==> src/rtl/tblink_rpc_rvdemux_n.sv <==
// Ready/valid packet demultiplexer: routes each tblink RPC packet to one of N_TGT
// address-matched targets, the passthrough port, or a discard sink, with zero added latency.
module tblink_rpc_rvdemux_n #(
    parameter int unsigned ADDR_BASE      = 0,
    parameter int unsigned N_TGT          = 2,
    parameter int unsigned DAT_W          = 8,
    parameter int unsigned STRIP_HDR      = 1,
    parameter int unsigned DROP_UNMATCHED = 0
) (
    input  logic             clock,
    input  logic             reset,
    input  logic             i_valid,
    output logic             i_ready,
    input  logic [DAT_W-1:0] i_dat,
    output logic [N_TGT-1:0] oa_valid,
    input  logic [N_TGT-1:0] oa_ready,
    output logic [DAT_W-1:0] oa_dat,
    output logic             op_valid,
    input  logic             op_ready,
    output logic [DAT_W-1:0] op_dat,
    output logic             busy,
    output logic [7:0]       drop_cnt
);

    localparam int unsigned TGT_W = (N_TGT > 1) ? $clog2(N_TGT) : 1;

    typedef enum logic [1:0] {S_IDLE, S_LEN, S_DATA} state_t;
    typedef enum logic [1:0] {R_TGT, R_PASS, R_DROP} route_t;

    state_t             state, state_nxt;
    route_t             sel_kind, sel_kind_nxt;
    logic [TGT_W-1:0]   sel_tgt, sel_tgt_nxt;
    logic [7:0]         cnt, cnt_nxt;
    logic [7:0]         drop_cnt_nxt;

    logic [6:0]         hdr_addr;
    logic [7:0]         hdr_off;
    logic               hdr_hit;
    route_t             hdr_kind;
    logic [TGT_W-1:0]   hdr_tgt;
    route_t             route_kind;
    logic [TGT_W-1:0]   route_tgt;
    logic               hs;

    assign oa_dat = i_dat;
    assign op_dat = i_dat;
    assign hs     = i_valid & i_ready;

    // Header decode; a stripped header on a hit is consumed like a dropped beat.
    always_comb begin : decode
        hdr_addr   = i_dat[6:0];
        hdr_off    = {1'b0, hdr_addr} - 8'(ADDR_BASE);
        hdr_hit    = ({1'b0, hdr_addr} >= 8'(ADDR_BASE)) && (hdr_off < 8'(N_TGT));
        hdr_tgt    = TGT_W'(hdr_off);
        hdr_kind   = hdr_hit ? R_TGT : ((DROP_UNMATCHED != 0) ? R_DROP : R_PASS);
        route_kind = sel_kind;
        route_tgt  = sel_tgt;
        if (state == S_IDLE) begin
            route_kind = (hdr_hit && (STRIP_HDR != 0)) ? R_DROP : hdr_kind;
            route_tgt  = hdr_tgt;
        end
    end

    // State register
    always_ff @(posedge clock or posedge reset) begin
        if (reset) begin
            state    <= S_IDLE;
            cnt      <= '0;
            sel_kind <= R_PASS;
            sel_tgt  <= '0;
            drop_cnt <= '0;
        end else begin
            state    <= state_nxt;
            cnt      <= cnt_nxt;
            sel_kind <= sel_kind_nxt;
            sel_tgt  <= sel_tgt_nxt;
            drop_cnt <= drop_cnt_nxt;
        end
    end

    // Next-state logic
    always_comb begin : next_state
        state_nxt    = state;
        cnt_nxt      = cnt;
        sel_kind_nxt = sel_kind;
        sel_tgt_nxt  = sel_tgt;
        drop_cnt_nxt = drop_cnt;
        case (state)
            S_IDLE: begin
                if (hs) begin
                    state_nxt    = S_LEN;
                    sel_kind_nxt = hdr_kind;
                    sel_tgt_nxt  = hdr_tgt;
                    if ((hdr_kind == R_DROP) && (drop_cnt != 8'hFF)) begin
                        drop_cnt_nxt = drop_cnt + 8'd1;
                    end
                end
            end
            S_LEN: begin
                if (hs) begin
                    state_nxt = S_DATA;
                    cnt_nxt   = i_dat[7:0];
                end
            end
            S_DATA: begin
                if (hs) begin
                    if (cnt == 8'd0) begin
                        state_nxt = S_IDLE;
                    end else begin
                        cnt_nxt = cnt - 8'd1;
                    end
                end
            end
            default: state_nxt = S_IDLE;
        endcase
    end

    // Output steering; everything is held inactive while reset is asserted.
    always_comb begin : outputs
        i_ready  = 1'b0;
        oa_valid = '0;
        op_valid = 1'b0;
        busy     = 1'b0;
        if (!reset) begin
            busy = (state != S_IDLE);
            case (route_kind)
                R_TGT: begin
                    for (int unsigned i = 0; i < N_TGT; i++) begin
                        if (route_tgt == TGT_W'(i)) begin
                            oa_valid[i] = i_valid;
                            i_ready     = oa_ready[i];
                        end
                    end
                end
                R_PASS: begin
                    op_valid = i_valid;
                    i_ready  = op_ready;
                end
                default: i_ready = 1'b1;
            endcase
        end
    end

endmodule

==> config.mk <==
export PLATFORM = sky130hd
export DESIGN_NAME = tblink_rpc_rvdemux_n
export DESIGN_NICKNAME = d
export VERILOG_FILES = /design/src/rtl/tblink_rpc_rvdemux_n.sv
export SDC_FILE = /design/constraint.sdc
export NUM_CORES = 1
export LEC_CHECK = 0
export ABC_AREA = 1
export CAP_MARGIN = 20
export CORE_MARGIN = 5
export CORE_UTILIZATION = 35
export CTS_CLUSTER_DIAMETER = 200
export DETAILED_ROUTE_END_ITERATION = 8
export HOLD_SLACK_MARGIN = 0.12
export PLACE_DENSITY = 0.66
export SETUP_SLACK_MARGIN = 0.05
export SKIP_CTS_REPAIR_TIMING = 1
export SYNTH_ARGS = -nofsm -noshare
export SYNTH_HDL_FRONTEND = slang
export SYNTH_SLANG_ARGS = --single-unit
export TNS_END_PERCENT = 100
==> constraint.sdc <==
create_clock -name clock -period 1.7 [get_ports clock]
set_input_delay 0.51 -clock clock [delete_from_list [all_inputs] [get_ports clock]]
set_output_delay 0.51 -clock clock [all_outputs]
set_load 0.02 [all_outputs]
# ---- Word-level counts from Yosys, hierarchy flattened
# Cells that the tools add are included.
dict set report word_totals {
  latchBits 0
  input_bits 14
  reg_bits 21
  ram_bits 0
  output_inout_bits 29
  rom_bits 0
  word_cells 52
  mem_count 0
}
dict set report op_classes {
  n_eq_ne 10
  n_shift 0
  n_div 0
  mux 23
  magnitude_cmp 1
  bitwise_logic 1
  multipliers 0
  n_reduce_logical 10
  n_addsub 2
}
# op count
set ops {}
lappend ops {{two-way mux 8 bit} 3}
lappend ops {{two-way mux 2 bit} 8}
lappend ops {{one-hot mux 8 bit (2 select lines)} 1}
lappend ops {{!= test 2 bit, second input constant} 5}
lappend ops {{two-way mux 1 bit} 9}
lappend ops {{adder 8 x 1 -> 8 bit, second input constant} 1}
lappend ops {{logical NOT 8 bit} 1}
lappend ops {{!= test 8 bit, second input constant} 1}
lappend ops {{AND reduction 4 bit} 2}
lappend ops {{subtractor 8 x 1 -> 8 bit, second input constant} 1}
lappend ops {{less-than comparator 7 x 2 -> 1 bit, second input constant} 1}
lappend ops {{one-hot mux 2 bit (3 select lines)} 1}
lappend ops {{== test 2 x 1 -> 1 bit, second input constant} 2}
lappend ops {{logical NOT 2 bit} 2}
lappend ops {{nonzero test 2 bit} 2}
lappend ops {{AND reduction 3 bit} 1}
lappend ops {{== test 1 x 2 -> 1 bit, second input constant} 1}
lappend ops {{== test 2 bit, second input constant} 1}
lappend ops {{one-hot mux 1 bit (2 select lines)} 1}
lappend ops {{AND reduction 2 bit} 1}
lappend ops {{bitwise AND 1 bit} 1}
lappend ops {{logical AND 1 bit} 1}

# ---- Depth between registers and ports, before layout
dict set report logic_depth {
  ltp_word 10
  ltp_mapped 9
  ltp_nobuf 9
}

# ---- Worst setup path after synthesis
# No wires, ideal clock.
dict set report synth_timing {
  kind {input to output}
  start {input port i_valid}
  end {output port oa_valid[0]}
  n_path_buf 0
  slack_ns -0.161
  t_required_ns 1.190
  stages 4
  arrival_time_ns 1.351
  cell_sequence {inv_1 > nor2_1 > nand2_1 > a21oi_1}
}
dict set report synth_via {
  elab_chain_len 3
}
# item line
set synth_lines {}
lappend synth_lines {{start, declared} 12} ;# input logic i_valid,
lappend synth_lines {{two-way mux 1 bit} 129} ;# if (route_tgt == TGT_W'(i)) begin
lappend synth_lines {{two-way mux 2 bit} 126} ;# case (route_kind)
lappend synth_lines {{two-way mux 2 bit} 124} ;# if (!reset) begin
lappend synth_lines {{end, declared} 15} ;# output logic [N_TGT-1:0] oa_valid,
# Every way passes these cells.

# ---- Worst setup path after layout
dict set report layout_timing {
  start {register state[0]}
  end {output port op_valid}
}
dict set report layout_via {
  elab_chain_len 5
}
# item line
set layout_lines {}
lappend layout_lines {{start, declared} 30} ;# state_t state, state_nxt;
lappend layout_lines {{start signal, assigned} 73} ;# state <= state_nxt;
lappend layout_lines {{logical NOT 2 bit} 58} ;# if (state == S_IDLE) begin
lappend layout_lines {{two-way mux 2 bit} 58}
lappend layout_lines {{== test 2 x 1 -> 1 bit} 126}
lappend layout_lines {{two-way mux 1 bit} 126}
lappend layout_lines {{two-way mux 1 bit} 124}
lappend layout_lines {{end, declared} 18} ;# output logic op_valid,
# Every way passes these cells.

==> flow_summary.ini <==
[run_status]
status = finished, violations left
violations = setup timing

[yosys]
synthSimpleGateAreaFrac_pct = 41.99
seq_area_frac_synth_pct = 26.63
synthDistinctLibCells = 24
syn-instance-count = 169
synth_top_family_by_area = simple AND/OR/NAND/NOR gates
synth_xor_area_share_pct = 0.7735
ys_top_cells_by_area = dfrtp_1, nand2_1, buf_4, inv_1, nor2_1
yosys-mux-area-fraction_pct = 0
synth_compound_area_share_pct = 5.746
yosysWarnings = 0
synthesis.area_um2 = 1132
syn_avg_cell_area_um2 = 6.700
synth_seq_cells = 12
yosysTopAreaCell = dfrtp_1
synth_top_area_share_pct = 24.31
synthAdderAreaFrac_pct = 2.210

[cells_and_area]
final_cell_count_no_fill = 259
drive_gt1_share_pct = 29.30
area_growth_pct = 53.92
final_nets = 232
n_antenna_cell = 0

[critical_path]
crit_required_ps = 1190
timing.rr.end = cnt[0]
worstPathMaxFanout = 6
critPathLaunchType = register
crit_path_end_kind = output port
r2r_start = state[0]
worst_ep_arrival_time_ps = 1490
worstSetupPathType = register to output port
rrSetupSlack_ps = 140
r2r_cells = 8

[floorplanning]
die_width_um = 66.88
ios = 43
start_util_pct = 36.79
core_area_um2 = 3078
die_h_um = 66.88
num_rows = 20
die-area_um2 = 4473

[clock_tree]
clock-root-buffer = clkbuf_4
cts_buffer_depth = 2
clkTransAtPathRegs_ps = 80
clock_latency_ps = 280
cts.sinks = 12
tritoncts = done
h-tree-depth = 1
numCtsBuffers = 3

[sta]
setup_ws_ps = -295.5
post-route-period-util_pct = 117.4
setup_violations = 5
fin_setup_tns_ps = -1243
period_needed_ps = 1996
max_freq_mhz = 501.1
timing.final.hold_violations = 0
fin_skew_ps = 9.871
rsz0062_at_grt = yes
drv_slew = 0

[global_route]
busiest_layer = met2
overflow = 0
grt_pass1_vias = 1038
grt_usage_pct = 13.48
met1_usage_pct = 16.41
grt_max_degree = 13
gr-usage-met2_pct = 22.52
grt_use_met3_pct = 3.373
grt_pass1_wl_um = 4629
grt_antenna_before_repair = 0

[hold_path]
hold_class = input pin to asynchronous set/reset pin

[detailed_routing]
drt_drc_violations_left = 0
wirelength_um = 3027
drt_first_pass_iters = 4
drtIter0Drc = 77
antenna_left = 0
num_vias = 1148
wl_per_cell_um = 11.69
via_per_inst = 4.432

[placement]
dp_hpwl_um = 2314
io_buffers = 34
place_inst = 252
place_congestion = 0.8529
preCtsSetupSlack_ps = -981.4

[power_and_ir_drop]
power.density_nw_per_um2 = 1243
leakage_nw = 1.051
peakVddDrop_v = 0.0004106

[run]
maxCapViolCount = 0
-- flip-flops by register name, indices dropped and copies added (netlist names) --
| signal | cells |
|---|---|
| cnt | 8 |
| state | 2 |
| sel_kind | 1 |
| sel_tgt | 1 |
-- layout by cell type (no fill, tap or decap), types with 2 or more instances in the layout --
master,netlist,final
nand3_2,0,2
inv_1,18,17
nand3_1,9,7
nand2_1,57,53
nor2_1,16,9
nand4_1,4,4
nand3_4,2,2
dfrtp_1,11,11
buf_6,0,4
ha_1,2,2
a21oi_2,0,2
nand2_4,0,2
nand4_4,0,2
clkdlybuf4s50_1,0,4
buf_4,24,28
o21ai_0,6,6
nor2_2,1,5
dlymetal6s2s_1,0,24
a31oi_1,2,2
nor2_4,2,5
nand2_2,2,4
clkbuf_4,0,3
conb_1,1,8
-- layer usage --
layer,up-vias,wire (um)
met3,5,235
met5,-,0
met2,40,1423
met4,0,46
met1,504,1321
li1,599,-
-- critical path, cell delays in order, from the launching register on --
cell and delay (ps):
dfrtp_1 430, nor2_4 270, buf_4 170, o21ai_0 80, nor3_2 110, buf_4 160
-- cells by family after synthesis --
group	after synthesis
flops	12
other cells	1
xor+xnor	1
buf+inv	43
fa+ha+maj	2
simple gates	98
compound gates	12
-- how the worst max path moves through the flow --
stage / startpoint / to / slack [ps] / cells past startpoint
after floorplan: i_dat[2] / i_ready / 60 / 5
after global placement: i_dat[0] / i_ready / -930 / 8
after detailed placement: i_dat[0] / i_ready / -980 / 8
after CTS: i_dat[0] / i_ready / -990 / 8
after global routing: state[0] / i_ready / -380 / 6
final: state[0] / op_valid / -300 / 5
-- final cells by class --
cell class	count	area (um2)
fill	286	1335
multi-input combinational	121	696.9
timing repair buffer	60	595.6
sequential	12	301.5
inverter	18	67.56
tap	44	55.05
clock buffer	4	26.28
-- synthesized netlist by cell type, drive strengths merged --
library cell,number
nor2,20
buf,25
ha,2
inv,18
conb,1
nand2,59
nand3,11
dfrtp,11
nand4,6
xor2,1
nor3,2
a31oi,2
dfstp,1
o21bai,1
o21ai,7
a21oi,2
-- metrics by stage --
stage | util (%) | hold WS [ps] | power, mW | instance area, um2
after floorplan | - | 374.0 | 1.453 | 1201
after global placement | 51.46 | 483.7 | 1.845 | 1584
after detailed placement | 51.46 | 488.0 | 1.879 | 1584
after CTS | 52.32 | 500.1 | 2.075 | 1610
after global routing | 56.63 | 466.7 | 2.360 | 1743
final | 56.63 | 436.3 | 2.166 | 1743
-- power breakdown --
| part | switching [mW] | internal [mW] |
|---|---|---|
| sequential | 0.132 | 0.424 |
| clock | 0.0997 | 0.0911 |
| combinational | 0.840 | 0.578 |
| total | 1.07 | 1.09 |
Power figures use the tool's default switching activity.
